`src/rtl/brid_alloc_pkg.sv`:
```
// Shared types for branch-snapshot ID allocation.
// A brid is an 8-bit tag: bit 7 marks a real slot, bits 6:0 hold the slot index
// (upper index bits beyond the configured slot count are always zero).
package brid_alloc_pkg;

  localparam int BRID_W     = 8;
  localparam int BRID_VALID = 7;

  typedef struct packed {
    logic       vld;
    logic [6:0] idx;
  } brid_t;

endpackage

```
`src/rtl/brid_alloc.sv`:
```
// Purpose : allocate snapshot IDs to decoded branches in program order from a circular
//           pool, release them in order at commit, and squash younger IDs on redirect.
// Latency : grants (ready/brid) are combinational from registered state; pointer, live,
//           free_cnt and full updates land on the next clk edge. Commit-freed slots are
//           usable one cycle later.
// Backpressure: decode lanes are accepted as an in-order prefix; the first lane that is
//           invalid or is a branch without a free slot stops acceptance for itself and all
//           higher lanes. Redirect or reset blocks every lane.
// Ports   : clk/rst (sync, active-high); dec_valid/dec_branch -> ready/brid (decode side);
//           com_valid/com_brid (commit release); redir/redir_brid (squash);
//           live/free_cnt/full (registered occupancy status).
module brid_alloc
  import brid_alloc_pkg::*;
#(
  parameter int dwd  = 4,
  parameter int cwd  = 4,
  parameter int brsz = 8
) (
  input  logic                     clk,
  input  logic                     rst,
  input  logic [dwd-1:0]           dec_valid,
  input  logic [dwd-1:0]           dec_branch,
  output logic [dwd-1:0]           ready,
  output brid_t [dwd-1:0]          brid,
  input  logic [cwd-1:0]           com_valid,
  input  brid_t [cwd-1:0]          com_brid,
  input  logic                     redir,
  input  brid_t                    redir_brid,
  output logic [brsz-1:0]          live,
  output logic [$clog2(brsz):0]    free_cnt,
  output logic                     full
);

  localparam int IW = $clog2(brsz);
  localparam int CW = IW + 1;

  logic [IW-1:0]   r_head;
  logic [IW-1:0]   r_tail;
  logic [CW-1:0]   r_cnt;
  logic [brsz-1:0] r_live;
  logic [CW-1:0]   r_free_cnt;
  logic            r_full;

  // grant scan
  logic [CW-1:0]   w_avail;
  logic [CW-1:0]   w_nalloc;
  logic            w_scan_ok;
  logic [IW-1:0]   w_slot;
  logic [brsz-1:0] w_set_mask;

  // commit release
  logic [CW-1:0]   w_nrel;
  logic [IW-1:0]   w_rel_slot;
  logic [brsz-1:0] w_rel_mask;
  logic            w_rel_ok;

  // next state
  logic [IW-1:0]   w_head_c;
  logic [brsz-1:0] w_live_c;
  logic [CW-1:0]   w_cnt_c;
  logic [IW-1:0]   w_redir_idx;
  logic [IW-1:0]   w_redir_span;
  logic [brsz-1:0] w_keep;
  logic [IW-1:0]   w_tail_n;
  logic [CW-1:0]   w_cnt_n;
  logic [brsz-1:0] w_live_n;

  // Prefix grant. Only slots free at the start of the cycle are offered; slots
  // being released by commit this cycle are deliberately not bypassed.
  always_comb begin
    ready      = '0;
    brid       = '0;
    w_nalloc   = '0;
    w_set_mask = '0;
    w_slot     = '0;
    w_avail    = CW'(brsz) - r_cnt;
    w_scan_ok  = ~(rst | redir);
    for (int i = 0; i < dwd; i++) begin
      w_slot = r_tail + IW'(w_nalloc);
      if (w_scan_ok && dec_valid[i] && (!dec_branch[i] || (w_nalloc < w_avail))) begin
        ready[i] = 1'b1;
        if (dec_branch[i]) begin
          brid[i].vld        = 1'b1;
          brid[i].idx        = 7'(w_slot);
          w_set_mask[w_slot] = 1'b1;
          w_nalloc           = w_nalloc + CW'(1);
        end
      end else begin
        w_scan_ok = 1'b0;
      end
    end
  end

  // Releasing lanes free consecutive slots starting at head, in lane order.
  always_comb begin
    w_nrel     = '0;
    w_rel_mask = '0;
    w_rel_slot = '0;
    w_rel_ok   = 1'b1;
    for (int j = 0; j < cwd; j++) begin
      if (com_valid[j] && com_brid[j].vld) begin
        w_rel_slot             = r_head + IW'(w_nrel);
        w_rel_mask[w_rel_slot] = 1'b1;
        if (com_brid[j].idx != 7'(w_rel_slot)) w_rel_ok = 1'b0;
        w_nrel = w_nrel + CW'(1);
      end
    end
  end

  // Redirect is evaluated against the post-commit head, so the surviving span is
  // head'..redirecting slot inclusive, measured as a modular distance.
  always_comb begin
    w_head_c     = r_head + IW'(w_nrel);
    w_live_c     = r_live & ~w_rel_mask;
    w_cnt_c      = r_cnt - w_nrel;
    w_redir_idx  = redir_brid.idx[IW-1:0];
    w_redir_span = w_redir_idx - w_head_c;
    w_keep       = '0;
    for (int s = 0; s < brsz; s++) begin
      w_keep[s] = (IW'(s) - w_head_c) <= w_redir_span;
    end

    if (redir) begin
      if (redir_brid.vld) begin
        w_tail_n = w_redir_idx + IW'(1);
        w_cnt_n  = {1'b0, w_redir_span} + CW'(1);
        w_live_n = w_live_c & w_keep;
      end else begin
        w_tail_n = w_head_c;
        w_cnt_n  = '0;
        w_live_n = '0;
      end
    end else begin
      w_tail_n = r_tail + IW'(w_nalloc);
      w_cnt_n  = w_cnt_c + w_nalloc;
      w_live_n = w_live_c | w_set_mask;
    end
  end

  always_ff @(posedge clk) begin
    if (rst) begin
      r_head     <= '0;
      r_tail     <= '0;
      r_cnt      <= '0;
      r_live     <= '0;
      r_free_cnt <= CW'(brsz);
      r_full     <= 1'b0;
    end else begin
      r_head     <= w_head_c;
      r_tail     <= w_tail_n;
      r_cnt      <= w_cnt_n;
      r_live     <= w_live_n;
      r_free_cnt <= CW'(brsz) - w_cnt_n;
      r_full     <= (w_cnt_n == CW'(brsz));
    end
  end

  assign live     = r_live;
  assign free_cnt = r_free_cnt;
  assign full     = r_full;

  // Protocol and invariant checks (simulation only).
  always_ff @(posedge clk) begin
    if (!rst) begin
      assert (r_cnt <= CW'(brsz));
      assert ($countones(r_live) == int'(r_cnt));
      assert (w_rel_ok);
      if (redir && redir_brid.vld) begin
        assert (w_live_c[w_redir_idx]);
        assert (redir_brid.idx == 7'(w_redir_idx));
      end
    end
  end

endmodule

```
`config.mk`:
```
export PLATFORM = sky130hd
export DESIGN_NAME = brid_alloc
export DESIGN_NICKNAME = d
export VERILOG_FILES = /design/src/rtl/brid_alloc_pkg.sv /design/src/rtl/brid_alloc.sv
export SDC_FILE = /design/constraint.sdc
export NUM_CORES = 1
export LEC_CHECK = 0
export ABC_CLOCK_PERIOD_IN_PS = 5940
export CELL_PAD_IN_SITES_DETAIL_PLACEMENT = 1
export CELL_PAD_IN_SITES_GLOBAL_PLACEMENT = 1
export CORE_MARGIN = 2
export CORE_UTILIZATION = 34
export DETAILED_ROUTE_END_ITERATION = 10
export PLACE_DENSITY = 0.83
export SLEW_MARGIN = 25
export SYNTH_ARGS = -nofsm -noshare
export SYNTH_HDL_FRONTEND = slang
export SYNTH_SLANG_ARGS = --single-unit
```
`constraint.sdc`:
```
create_clock -name clk -period 5.94 [get_ports clk]
set_input_delay 0.891 -clock clk [delete_from_list [all_inputs] [get_ports clk]]
set_output_delay 0.891 -clock clk [all_outputs]
set_load 0.05 [all_outputs]
```
==> impl_metrics.json <==
{
  "synth_seq_cells": 22,
  "crit_path_end": "live[3]",
  "vias": 3553,
  "crit_family": "adder cells",
  "leakage_nw": 1.91,
  "clock-sinks": 22,
  "drt_iter0_drc": 147,
  "critical_path_buf_inv_count": 3,
  "nets": 631,
  "synthTopCellsByArea": "ha_1, dfxtp_1, fa_1",
  "final_cell_mix": "clkdlybuf4s50_1, ha_1, inv_1",
  "rr_worst_depth": 23,
  "initial_core_util_pct": 34.9,
  "row_count": 37,
  "final_common_cell": "clkdlybuf4s50_1",
  "final_area_sq_mm": 0.00440,
  "cp.depth": 19,
  "antenna_found_initial": 0,
  "diodes": 0,
  "worst_pin_slew_ns": 0.848,
  "ys_types": 65,
  "ys_seq_area_share_pct": 12.2,
  "synth_top_area_cell": "ha_1",
  "yosys_warnings": 0,
  "syn_avg_cell_area_sq_um": 7.89,
  "h-tree-depth": 1,
  "dieHeight_microns": 107,
  "final.setup_skew_ns": 0.00646,
  "cp_slowest_stage_delay_ns": 0.61,
  "dr_wl_met2_microns": 6020,
  "topRoutingLayerUsed": "met4",
  "crit_fanout": 5,
  "async_reset_ff_share_pct": 0,
  "ioPinCount": 104,
  "path_cells": "clkdlybuf4s50_1, nand2_1, ha_1, xnor2_2, xnor2_1, ha_1, inv_1, fa_1, inv_1, fa_1, xnor2_1, xor2_1, ha_1, a21oi_1, a21oi_1, or4b_2, a21oi_1, a32oi_1, o41ai_2",
  "cp.required_ns": 6.12,
  "drv_slew": 0,
  "cts_max_path_buffers": 2,
  "cts_root_buf": "clkbuf_8",
  "clkLatencyLatePin_ns": 0.27,
  "coreArea_sq_mm": 0.0103,
  "endpoint_kind": "flop",
  "synth_area_sq_mm": 0.00360,
  "gp_congestion": 0.879,
  "critPathKind": "in2reg",
  "grt_first_pass_wirelength_microns": 19000,
  "die_area_sq_mm": 0.0114,
  "power.density_mw_per_mm2": 369,
  "placed_cell_area_sq_mm": 0.00433,
  "synth_edf_count": 0,
  "status": "finished clean",
  "totalWireLength_microns": 11500,
  "dr.pass1.iters": 4,
  "grt_max_degree": 23,
  "wire_per_inst_microns": 17.6,
  "wl_met3_microns": 403,
  "syn_inst": 456,
  "arrival_ns": 5.86,
  "cp-start-kind": "input port",
  "netlist.area_leader.share_pct": 16.3,
  "finalHoldViolations": 0,
  "r2r_end": "free_cnt[2]",
  "via_per_inst": 5.42,
  "overflow": 0,
  "irDropWorstVdd_uv": 245,
  "final_util_pct": 42.6,
  "worst_slew_margin_rel_pct": 42.0,
  "cap_violations": 0,
  "cts_buffers": 3,
  "dpl.hpwl_microns": 9750,
  "ant_nets": 0,
  "setup_violations": 0,
  "cts_hold_buf": 0,
  "startpoint": "com_brid[15]",
  "grt_pass1_vias": 3778,
  "timing.final.crit_share_pct": 95.6,
  "drcViolationCount": 0,
  "cpMaxStageDelayCell": "or4b_2",
  "num-fill-cells": 1289,
  "die_w_microns": 107,
  "timing.rr.start": "r_cnt[1]",
  "syn_to_final_growth_pct": 22.1,
  "grtUsageTotal_pct": 20.7,
  "cts_tree": "done",
  "drive_gt1_share_pct": 9.25,
  "period_needed_ns": 5.68,
  "r2r_setup_slack_ns": 0.55,
  "synth_ff_type": "dfxtp_1",
  "clkTransAtPathRegs_ns": 0.09,
  "min_path_type": "reg2reg",
  "numPortBuffers": 55,
  "wl_met1_microns": 4860,
  "fmax_ghz": 0.176
}
==> registers in the layout (all words and copies together), names as in the netlist <==
signal / cells
live: 8
r_cnt: 4
free_cnt: 3
r_head: 3
r_tail: 3
full: 1
==> cell families (layout without fill, tap and decap cells) <==
family / count (synthesis) / in the layout / share of synthesized area (%)
and+or+nand+nor: 147 / 147 / 21.3
muxes: 7 / 7 / 2.02
other: 1 / 16 / 0.104
AOI/OAI and AO/OA: 107 / 107 / 21.3
DFF: 22 / 22 / 12.2
xor gates and xnor gates: 35 / 35 / 10.4
buffers and inverters: 81 / 129 / 11.2
adders and majority gates: 56 / 56 / 21.3
==> metal layers <==
metal | vias up | GRT usage, %
met1 | 1748 | 25.2
met5 | - | 0
li1 | 1710 | -
met4 | 0 | 4.64
met3 | 16 | 2.13
met2 | 79 | 39.0
==> worst reg2reg max path: cells and delay by family, from the launching register on <==
kind | cells | cell delay, ns
and+or+nand+nor | 8 | 0.91
muxes | 2 | 0.57
adders and majority gates | 6 | 2.04
xor gates and xnor gates | 1 | 0.13
AOI/OAI and AO/OA | 5 | 1.10
buffers and inverters | 1 | 0.10
DFF | 1 | 0.45
==> synthesized netlist by cell type (10+ instances only) <==
cell       n
dfxtp_1   22
ha_1      47
nand3_1   13
inv_1     46
nand2_1   35
nor3_1    10
o21ai_0   24
xor2_1    10
xnor2_1   20
buf_4     19
nand4_1   11
nor2_1    28
clkbuf_1  11
a21oi_1   18
==> stage by stage <==
step	total power (W)	setup WS (ns)	instances	TNS [ns]	hold slack, ns
4_1_cts	0.00162	0.237	655	0	0.799
6_report	0.00162	0.264	655	0	0.803
3_5_place_dp	0.00150	0.00957	651	0	0.786
2_1_floorplan	0.00111	0.171	471	0	0.738
3_3_place_gp	0.00140	0.146	651	0	0.789
5_1_grt	0.00178	-0.0129	655	-0.0129	0.879
==> area by class of cell <==
type	instances	area [sq um]	area share [%]
clock buffer	4	55.1	1.25
inverter	47	181	4.13
multi-input combinational	368	2830	64.3
sequential	22	440	10.0
tap	136	170	3.87
timing repair buffer	78	721	16.4
==> worst min path at each step <==
stage | from | end | slack, ns | cells after the start
3_5_place_dp | live[5] | live[5] | 0.79 | 4
5_1_grt | live[0] | live[0] | 0.88 | 5
6_report | live[5] | live[5] | 0.80 | 4
2_1_floorplan | r_tail[0] | live[0] | 0.74 | 3
4_1_cts | live[5] | live[5] | 0.80 | 4
3_3_place_gp | live[5] | live[5] | 0.79 | 4
==> where the power goes <==
group	internal [W]	leakage [nW]	total (W)	switching, W
sequential	0.000177	0.180	0.000219	0.0000415
clock	0.0000592	0.0288	0.000113	0.0000541
combinational	0.000546	1.70	0.00129	0.000745
==> repair_timing <==
item,4_1_cts,5_1_grt
setup buffers,0,0
gates resized for setup,0,3
endpoints found under the setup margin,0,5
Note: power is estimated with default switching activity, not from simulation.
